===== src/rtl/serial_subtractor_pkg.sv =====
// Shared definitions for the bit-serial subtractor: FSM state encoding,
// default operand width and counter sizing.
package serial_subtractor_pkg;

   localparam int DEFAULT_WIDTH = 8;

   typedef enum logic [1:0] {
      s_idle = 2'd0,
      s_run  = 2'd1,
      s_done = 2'd2
   } state_t;

   // One extra bit so the counter can represent WIDTH itself without wrapping.
   function automatic int cnt_width(input int w);
      return $clog2(w) + 1;
   endfunction

endpackage


===== src/rtl/serial_subtractor_if.sv =====
// Start/done handshake and operand/result bus between a controller (master)
// and the serial subtractor (slave).
interface serial_subtractor_if
   import serial_subtractor_pkg::*;
#(
   parameter int WIDTH = DEFAULT_WIDTH
);
   logic             start;
   logic [WIDTH-1:0] a;
   logic [WIDTH-1:0] b;
   logic             busy;
   logic             done;
   logic [WIDTH-1:0] diff;
   logic             bout;

   modport master (
      output start, a, b,
      input  busy, done, diff, bout
   );

   modport slave (
      input  start, a, b,
      output busy, done, diff, bout
   );

endinterface


===== src/rtl/serial_subtractor_fsub.sv =====
// 1-bit full subtractor built from two cascaded half-subtractor stages.
// Computes x - y - bin = d - 2*bo.
module serial_subtractor_fsub (
   input  logic x,
   input  logic y,
   input  logic bin,
   output logic d,
   output logic bo
);

   logic d1;
   logic b1;
   logic b2;

   always_comb begin
      d1 = x ^ y;
      b1 = ~x & y;
      d  = d1 ^ bin;
      b2 = ~d1 & bin;
      bo = b1 | b2;
   end

endmodule


===== src/rtl/serial_subtractor.sv =====
// Bit-serial unsigned subtractor: a - b, LSB first, one bit per clock through
// a single full-subtractor cell and a registered borrow.
//
//   state  | meaning
//   -------+-----------------------------------------------------------
//   s_idle | operands tracked into shift regs; waiting for start
//   s_run  | one result bit per cycle, WIDTH cycles
//   s_done | done pulse, diff/bout just updated; back to s_idle
module serial_subtractor
   import serial_subtractor_pkg::*;
#(
   parameter int WIDTH = DEFAULT_WIDTH
) (
   input logic               clk,
   input logic               rst_n,
   serial_subtractor_if.slave bus
);

   localparam int CW = cnt_width(WIDTH);
   localparam logic [CW-1:0] LAST_BIT = CW'(WIDTH - 1);

   state_t           state;
   logic [WIDTH-1:0] shift_a;
   logic [WIDTH-1:0] shift_b;
   logic [WIDTH-1:0] result;
   logic [CW-1:0]    count;
   logic             borrow;

   logic             busy_q;
   logic             done_q;
   logic [WIDTH-1:0] diff_q;
   logic             bout_q;

   logic             d;
   logic             bo;

   serial_subtractor_fsub u_fsub (
      .x   (shift_a[0]),
      .y   (shift_b[0]),
      .bin (borrow),
      .d   (d),
      .bo  (bo)
   );

   always_ff @(posedge clk or negedge rst_n) begin
      if (!rst_n) begin
         state   <= s_idle;
         shift_a <= '0;
         shift_b <= '0;
         result  <= '0;
         count   <= '0;
         borrow  <= 1'b0;
         busy_q  <= 1'b0;
         done_q  <= 1'b0;
         diff_q  <= '0;
         bout_q  <= 1'b0;
      end else begin
         case (state)
            s_idle: begin
               shift_a <= bus.a;
               shift_b <= bus.b;
               result  <= '0;
               count   <= '0;
               borrow  <= 1'b0;
               done_q  <= 1'b0;
               if (bus.start) begin
                  state  <= s_run;
                  busy_q <= 1'b1;
               end
            end
            s_run: begin
               borrow  <= bo;
               result  <= {d, result[WIDTH-1:1]};
               shift_a <= shift_a >> 1;
               shift_b <= shift_b >> 1;
               count   <= count + CW'(1);
               // The last bit goes straight to diff; result is not yet updated.
               if (count == LAST_BIT) begin
                  state  <= s_done;
                  busy_q <= 1'b0;
                  done_q <= 1'b1;
                  diff_q <= {d, result[WIDTH-1:1]};
                  bout_q <= bo;
               end
            end
            s_done: begin
               done_q <= 1'b0;
               state  <= s_idle;
            end
            default: begin
               state  <= s_idle;
               busy_q <= 1'b0;
               done_q <= 1'b0;
            end
         endcase
      end
   end

   assign bus.busy = busy_q;
   assign bus.done = done_q;
   assign bus.diff = diff_q;
   assign bus.bout = bout_q;

endmodule

===== src/flat_wrapper.sv =====
// flat-port wrapper written by rule: the top's interface ports become plain ports
module serial_subtractor_flat import serial_subtractor_pkg::*;
#(
   parameter int WIDTH = DEFAULT_WIDTH
)
  (clk, rst_n, bus_start, bus_a, bus_b, bus_busy, bus_done, bus_diff, bus_bout);
  serial_subtractor_if #(.WIDTH(WIDTH)) bus_i ();
  input logic clk;
  input logic rst_n;
  input wire logic [$bits(bus_i.start)-1:0] bus_start;
  input wire logic [$bits(bus_i.a)-1:0] bus_a;
  input wire logic [$bits(bus_i.b)-1:0] bus_b;
  output wire logic [$bits(bus_i.busy)-1:0] bus_busy;
  output wire logic [$bits(bus_i.done)-1:0] bus_done;
  output wire logic [$bits(bus_i.diff)-1:0] bus_diff;
  output wire logic [$bits(bus_i.bout)-1:0] bus_bout;
  assign bus_i.start = bus_start;
  assign bus_i.a = bus_a;
  assign bus_i.b = bus_b;
  assign bus_busy = bus_i.busy;
  assign bus_done = bus_i.done;
  assign bus_diff = bus_i.diff;
  assign bus_bout = bus_i.bout;
  serial_subtractor #(.WIDTH(WIDTH)) u_core (.clk(clk), .rst_n(rst_n), .bus(bus_i));
endmodule

===== config.mk =====
export PLATFORM = sky130hd
export DESIGN_NAME = serial_subtractor_flat
export DESIGN_NICKNAME = d
export VERILOG_FILES = /design/src/rtl/serial_subtractor_pkg.sv /design/src/rtl/serial_subtractor_if.sv /design/src/rtl/serial_subtractor_fsub.sv /design/src/rtl/serial_subtractor.sv /design/src/flat_wrapper.sv
export SDC_FILE = /design/constraint.sdc
export NUM_CORES = 1
export LEC_CHECK = 0
export BUFFER_PORTS_ARGS = -buffer_cell sky130_fd_sc_hd__buf_2
export CAP_MARGIN = 20
export CELL_PAD_IN_SITES_DETAIL_PLACEMENT = 0
export CELL_PAD_IN_SITES_GLOBAL_PLACEMENT = 1
export CORE_ASPECT_RATIO = 1.4
export CORE_MARGIN = 2
export CORE_UTILIZATION = 43
export DETAILED_ROUTE_END_ITERATION = 16
export GPL_TIMING_DRIVEN = 0
export PLACE_DENSITY_LB_ADDON = 0.1
export RECOVER_POWER = 100
export SYNTH_ARGS = -nofsm -noshare
export SYNTH_HDL_FRONTEND = slang
export SYNTH_SLANG_ARGS = --single-unit

===== constraint.sdc =====
create_clock -name clk -period 1.55 [get_ports clk]
set_input_delay 0.0775 -clock clk [delete_from_list [all_inputs] [get_ports clk]]
set_output_delay 0.0775 -clock clk [all_outputs]
set_load 0.02 [all_outputs]

[After elaboration in Yosys (flattened, before gate mapping)]
Cells that the tools add are included.
Operators by class
  add/sub/neg operators: 1
  multiply operators: 0
  divide/modulo/power cells: 0
  magnitude comparators: 0
  equal/unequal tests: 5
  shifts and indexed selects: 0
  multiplexer cells: 13
  bitwise logic cells: 8
  reductions and logical operators: 5
Operators with widths (count)
  one-hot mux 8 bit (2 select lines): 3
  one-hot mux 4 bit (2 select lines): 1
  adder 4 x 1 -> 4 bit (second input constant): 1
  equality test 4 x 3 -> 1 bit (second input constant): 1
  2-to-1 mux 1 bit: 4
  2-to-1 mux 2 bit: 2
  one-hot mux 2 bit (2 select lines): 1
  AND reduction 2 bit: 2
  inverter 1 bit: 3
  one-hot mux 1 bit (3 select lines): 1
  AND reduction 3 bit: 1
  bitwise AND 1 bit: 2
  equality test 2 x 1 -> 1 bit (second input constant): 1
  equality test 2 bit (second input constant): 1
  zero test 2 bit: 1
  != test 2 x 1 -> 1 bit (second input constant): 1
  != test 2 bit (second input constant): 1
  one-hot mux 1 bit (2 select lines): 1
  nonzero test 2 bit: 1
  XOR 1 bit: 2
  bitwise OR 1 bit: 1
Word-level totals
  flip-flop bits (word level): 42
  bits in latches: 0
  memory bits (writable): 0
  ROM bits: 0
  memories: 0

[Logic depth before layout (Yosys ltp)]
  word-level depth: 5
  depth in mapped cells: 5
  gate-level depth less buffers: 4

[By module]
Synthesis repeated with hierarchy kept, for this count alone.
Second synthesis, totals
  cell total of the unflattened synthesis: 141
  area, all modules: 1746.7 µm²
Modules (own cells, without submodules)
  serial_subtractor: instances 1, cells an instance 137, area each 1715.4 µm²
  serial_subtractor_fsub: instances 1, cells an instance 4, area each 31.3 µm²

[Worst setup path before layout]
Ideal clock, no wire load.
  path kind: reg2reg
  start: register u_core.state[1]
  end: register u_core.diff_q[0], in the netlist u_core.bus.diff[0]
  setup time: 125 ps
  arrival time: 1234 ps
  required time: 1425 ps
  slack: 191 ps
  stages on the path, launching flop included: 6
  cell sequence: dfrtp_1 -> buf_6 -> nor2b_4 -> and4b_1 -> buf_6 -> mux2_4
On the way
  cells in the longest elaborated chain, start to end: 2
Ends and longest elaborated chain
  start: declaration: RTL line serial_subtractor.sv:22  | state_t state;
  start signal: assignment: RTL line serial_subtractor.sv:47  | state <= s_idle;
  start signal: assignment: RTL line serial_subtractor.sv:67  | state <= s_run;
  start signal: assignment: RTL line serial_subtractor.sv:79  | state <= s_done;
  equality test 2 x 1 -> 1 bit: RTL line serial_subtractor.sv:58  | case (state)
  AND reduction 2 bit (no line)
  end signal: assignment: RTL line serial_subtractor.sv:82  | diff_q <= {d, result[WIDTH-1:1]};
  end: declaration: RTL line serial_subtractor.sv:31  | logic [WIDTH-1:0] diff_q;
No other way between the ends.
A chain may end at the register's enable or synchronous reset.

[Final worst setup path]
  start: register u_core.count[0]
  end: register u_core.diff_q[1], in the netlist u_core.bus.diff[1]
On the way
  cells in the longest elaborated chain, start to end: 2
Ends and longest elaborated chain
  start: declaration: RTL line serial_subtractor.sv:26  | logic [CW-1:0] count;
  start signal: assignment: RTL line serial_subtractor.sv:76  | count <= count + CW'(1);
  equality test 4 x 3 -> 1 bit: RTL line serial_subtractor.sv:78  | if (count == LAST_BIT) begin
  AND reduction 2 bit (no line)
No other way between the ends.

==> flow_summary_export.csv <==
group,metric,value,unit
detailed_routing,routed_wl,3.32,mm
setup_path,end_kind,"register",
yosys,synth.avg_cell_area,11.5,sq um
cts,cts_tree,"done",
finish,final_nets,213,
yosys,synth_edf_count,0,
die,die_area,0.00468,sq mm
finish,layout-drive-gt1-share,16.1,%
die,dieWidth,58.4,microns
detailed_routing,wire_per_inst,14.1,microns
sta,finalCriticalPeriod,1.46,ns
sta,setup_violations,0,
detailed_routing,antenna_left,0,
run_status,status,"finished, final reports clean",
sta,slew_violations,0,
grt,grt_start_max_net_pins,42,
yosys,synthArstFlopShare,100,%
placed_design,dp_hpwl,2.34,mm
sta,clock.fmax,0.683,GHz
cts,post_cts_buffers,0,
yosys,yosysTopAreaCell,"dfrtp_1",
die,die_h,80.1,microns
cts,cts_buffers,5,
placed_design,port_buffers,29,
detailed_routing,drtIter0Drc,34,
yosys,ys_types,24,
yosys,yosysWarnings,0,
setup_path,worst-endpoint-required,1.72,ns
die,rows,27,
cts,clock_latency,0.28,ns
grt,grt_pass1_wl,5.90,mm
cts,clock_sinks,41,
setup_path,worstPathArrival,1.63,ns
yosys,synth_top_area_share,57.6,%
sta,hold_slack,0.0155,ns
pwr,total_power,3.66,mW
placed_design,place_area,0.00198,sq mm
placed_design,placedCellCount,227,
yosys,syn_area,0.00178,sq mm
grt,grt_overflow_total,0,
pwr,p_per_area,1800,mW/mm^2
setup_path,critPathLaunchType,"register",
finish,fin_cells,235,
finish,fin_area,0.00203,sq mm
yosys,yosysMostFrequentCell,"dfrtp_1",
finish,fin_util,51.4,%
run,cap_violations,0,
cts,clk_pin_slew,0.08,ns
sta,rsz0062_at_grt,"no",
sta,finalHoldViolations,0,
detailed_routing,drc,0,
sta,setup_slack,0.0865,ns
hold_path,hold_path_class,"input port to register",
yosys,ys_ff_latch,41,
pwr,p_leak,1.02,nW
placed_design,gp_congestion,0.709,
finish,n_antenna_cell,0,
grt,antenna_found_initial,0,
cts,cts_root_buf,"clkbuf_8",
sta,timing.final.crit_share,94.4,%
yosys,synthFlopType,"dfrtp_1",
placed_design,preCtsSetupSlack,0.108,ns
yosys,ys_seq_area_share,57.6,%
die,fp.coreArea,0.00395,sq mm
yosys,synthesis.instances,155,
yosys,ys_top_cells_by_area,"dfrtp_1, mux2i_1, o21ai_0",
yosys,synth_nets,176,
yosys,netlist_top_cells_count,"dfrtp_1, nand2_1, o21ai_0",
setup_path,cp_max_fo,10,
setup_path,crit_type,"register to register",
die,ioPinCount,30,
sta,fin_tns_setup,0,ns
detailed_routing,viasPerCell,5.16,
sta,finClkSkew,0.00792,ns
pwr,ir_worst_vdd,0.00113,V
grt,grt_pass1_vias,1256,
cts,ctsResizeCount,0,
detailed_routing,first_pass_iters,6,
detailed_routing,vias,1212,
finish,syn2layout_area_growth,14.2,%
sta,worst_slew_pin_slew,1.01,ns
die,start_util,45.0,%
grt,grtUsageTotal,16.5,%
cts,htreeDepth,2,
cts,clock_path_buffers,2,
sta,relSlewSlack,33.0,%
==> cells in the final DEF (no fill, tap or decap), types with 3 or more instances in the layout <==
master	count
clkbuf_8	6
clkbuf_2	3
a22o_1	3
clkbuf_1	18
buf_2	17
dfrtp_1	41
inv_1	4
nand2_1	32
nor2_1	4
o21ai_0	25
mux2i_1	15
mux2_1	6
==> power breakdown <==
group | internal, mW | leakage, nW | switching (mW) | total (mW)
Combinational | 0.518 | 0.450 | 0.689 | 1.21
Clock | 0.353 | 0.0443 | 0.336 | 0.689
Sequential | 1.50 | 0.523 | 0.258 | 1.76
Total | 2.38 | 1.02 | 1.28 | 3.66
==> layer usage <==
metal  GRT usage (%)  up-vias  wire length (microns)  share of wire, %
met1            21.2      580                   1520                46
li1                -      600                      -                 -
met2            28.0       28                   1640                49
met4            3.49        0                     21              0.63
met5               0        -                      0                 0
met3            3.86        4                    135               4.1
==> kinds of logic (layout without fill, tap and decap cells) <==
| family | count (synthesis) | after routing | synth area share, % |
|---|---|---|---|
| multiplexers | 23 | 23 | 15.2 |
| AO/OA/AOI/OAI | 31 | 31 | 9.98 |
| AND/OR/NAND/NOR | 44 | 44 | 11.1 |
| buffers and inverters | 14 | 51 | 4.29 |
| adder cells (fa/ha/maj) | 2 | 2 | 1.83 |
| flip-flops | 41 | 41 | 57.6 |
==> state kept, by name (all words and copies together) (netlist names) <==
signal / flops
u_core.state: 2
u_core.borrow: 1
u_core.shift_b: 8
u_core.bus.busy: 1
u_core.bus.bout: 1
u_core.bus.done: 1
u_core.bus.diff: 8
u_core.result: 7
u_core.count: 4
u_core.shift_a: 8
==> final timing paths <==
path	start	to	slack (ns)	cells past startpoint
setup / recovery	u_core.count[0]	u_core.bus.diff[1]	0.09	4
hold / removal	bus_b[7]	u_core.shift_b[7]	0.02	2
setup reg to reg	u_core.count[0]	u_core.bus.diff[1]	0.09	4
hold reg to reg	u_core.shift_a[3]	u_core.shift_a[3]	0.48	2
max in group asynchronous	rst_n	u_core.shift_a[0]	0.44	2
min in group asynchronous	rst_n	u_core.count[0]	0.49	2
==> critical path, cell delays in order, from the launching register on <==
cell,delay [ns]
dfrtp_1,0.42
ha_1,0.25
and4b_1,0.21
buf_6,0.15
mux2_1,0.32
==> timing repair <==
action	4_1_cts	5_1_grt
endpoints found under the hold margin	41	0
setup endpoints to repair	0	0
hold buffers	1	0
==> final cells by class <==
| class | count | area, sq um |
|---|---|---|
| Clock buffer | 7 | 86.3 |
| Inverter | 4 | 15.0 |
| Tap cell | 43 | 53.8 |
| Buffer | 10 | 55.1 |
| Fill cell | 380 | 1920 |
| Timing Repair Buffer | 30 | 141 |
| Sequential cell | 41 | 1030 |
| Multi-Input combinational cell | 100 | 656 |
No activity file was read; power rests on OpenSTA's default activity.
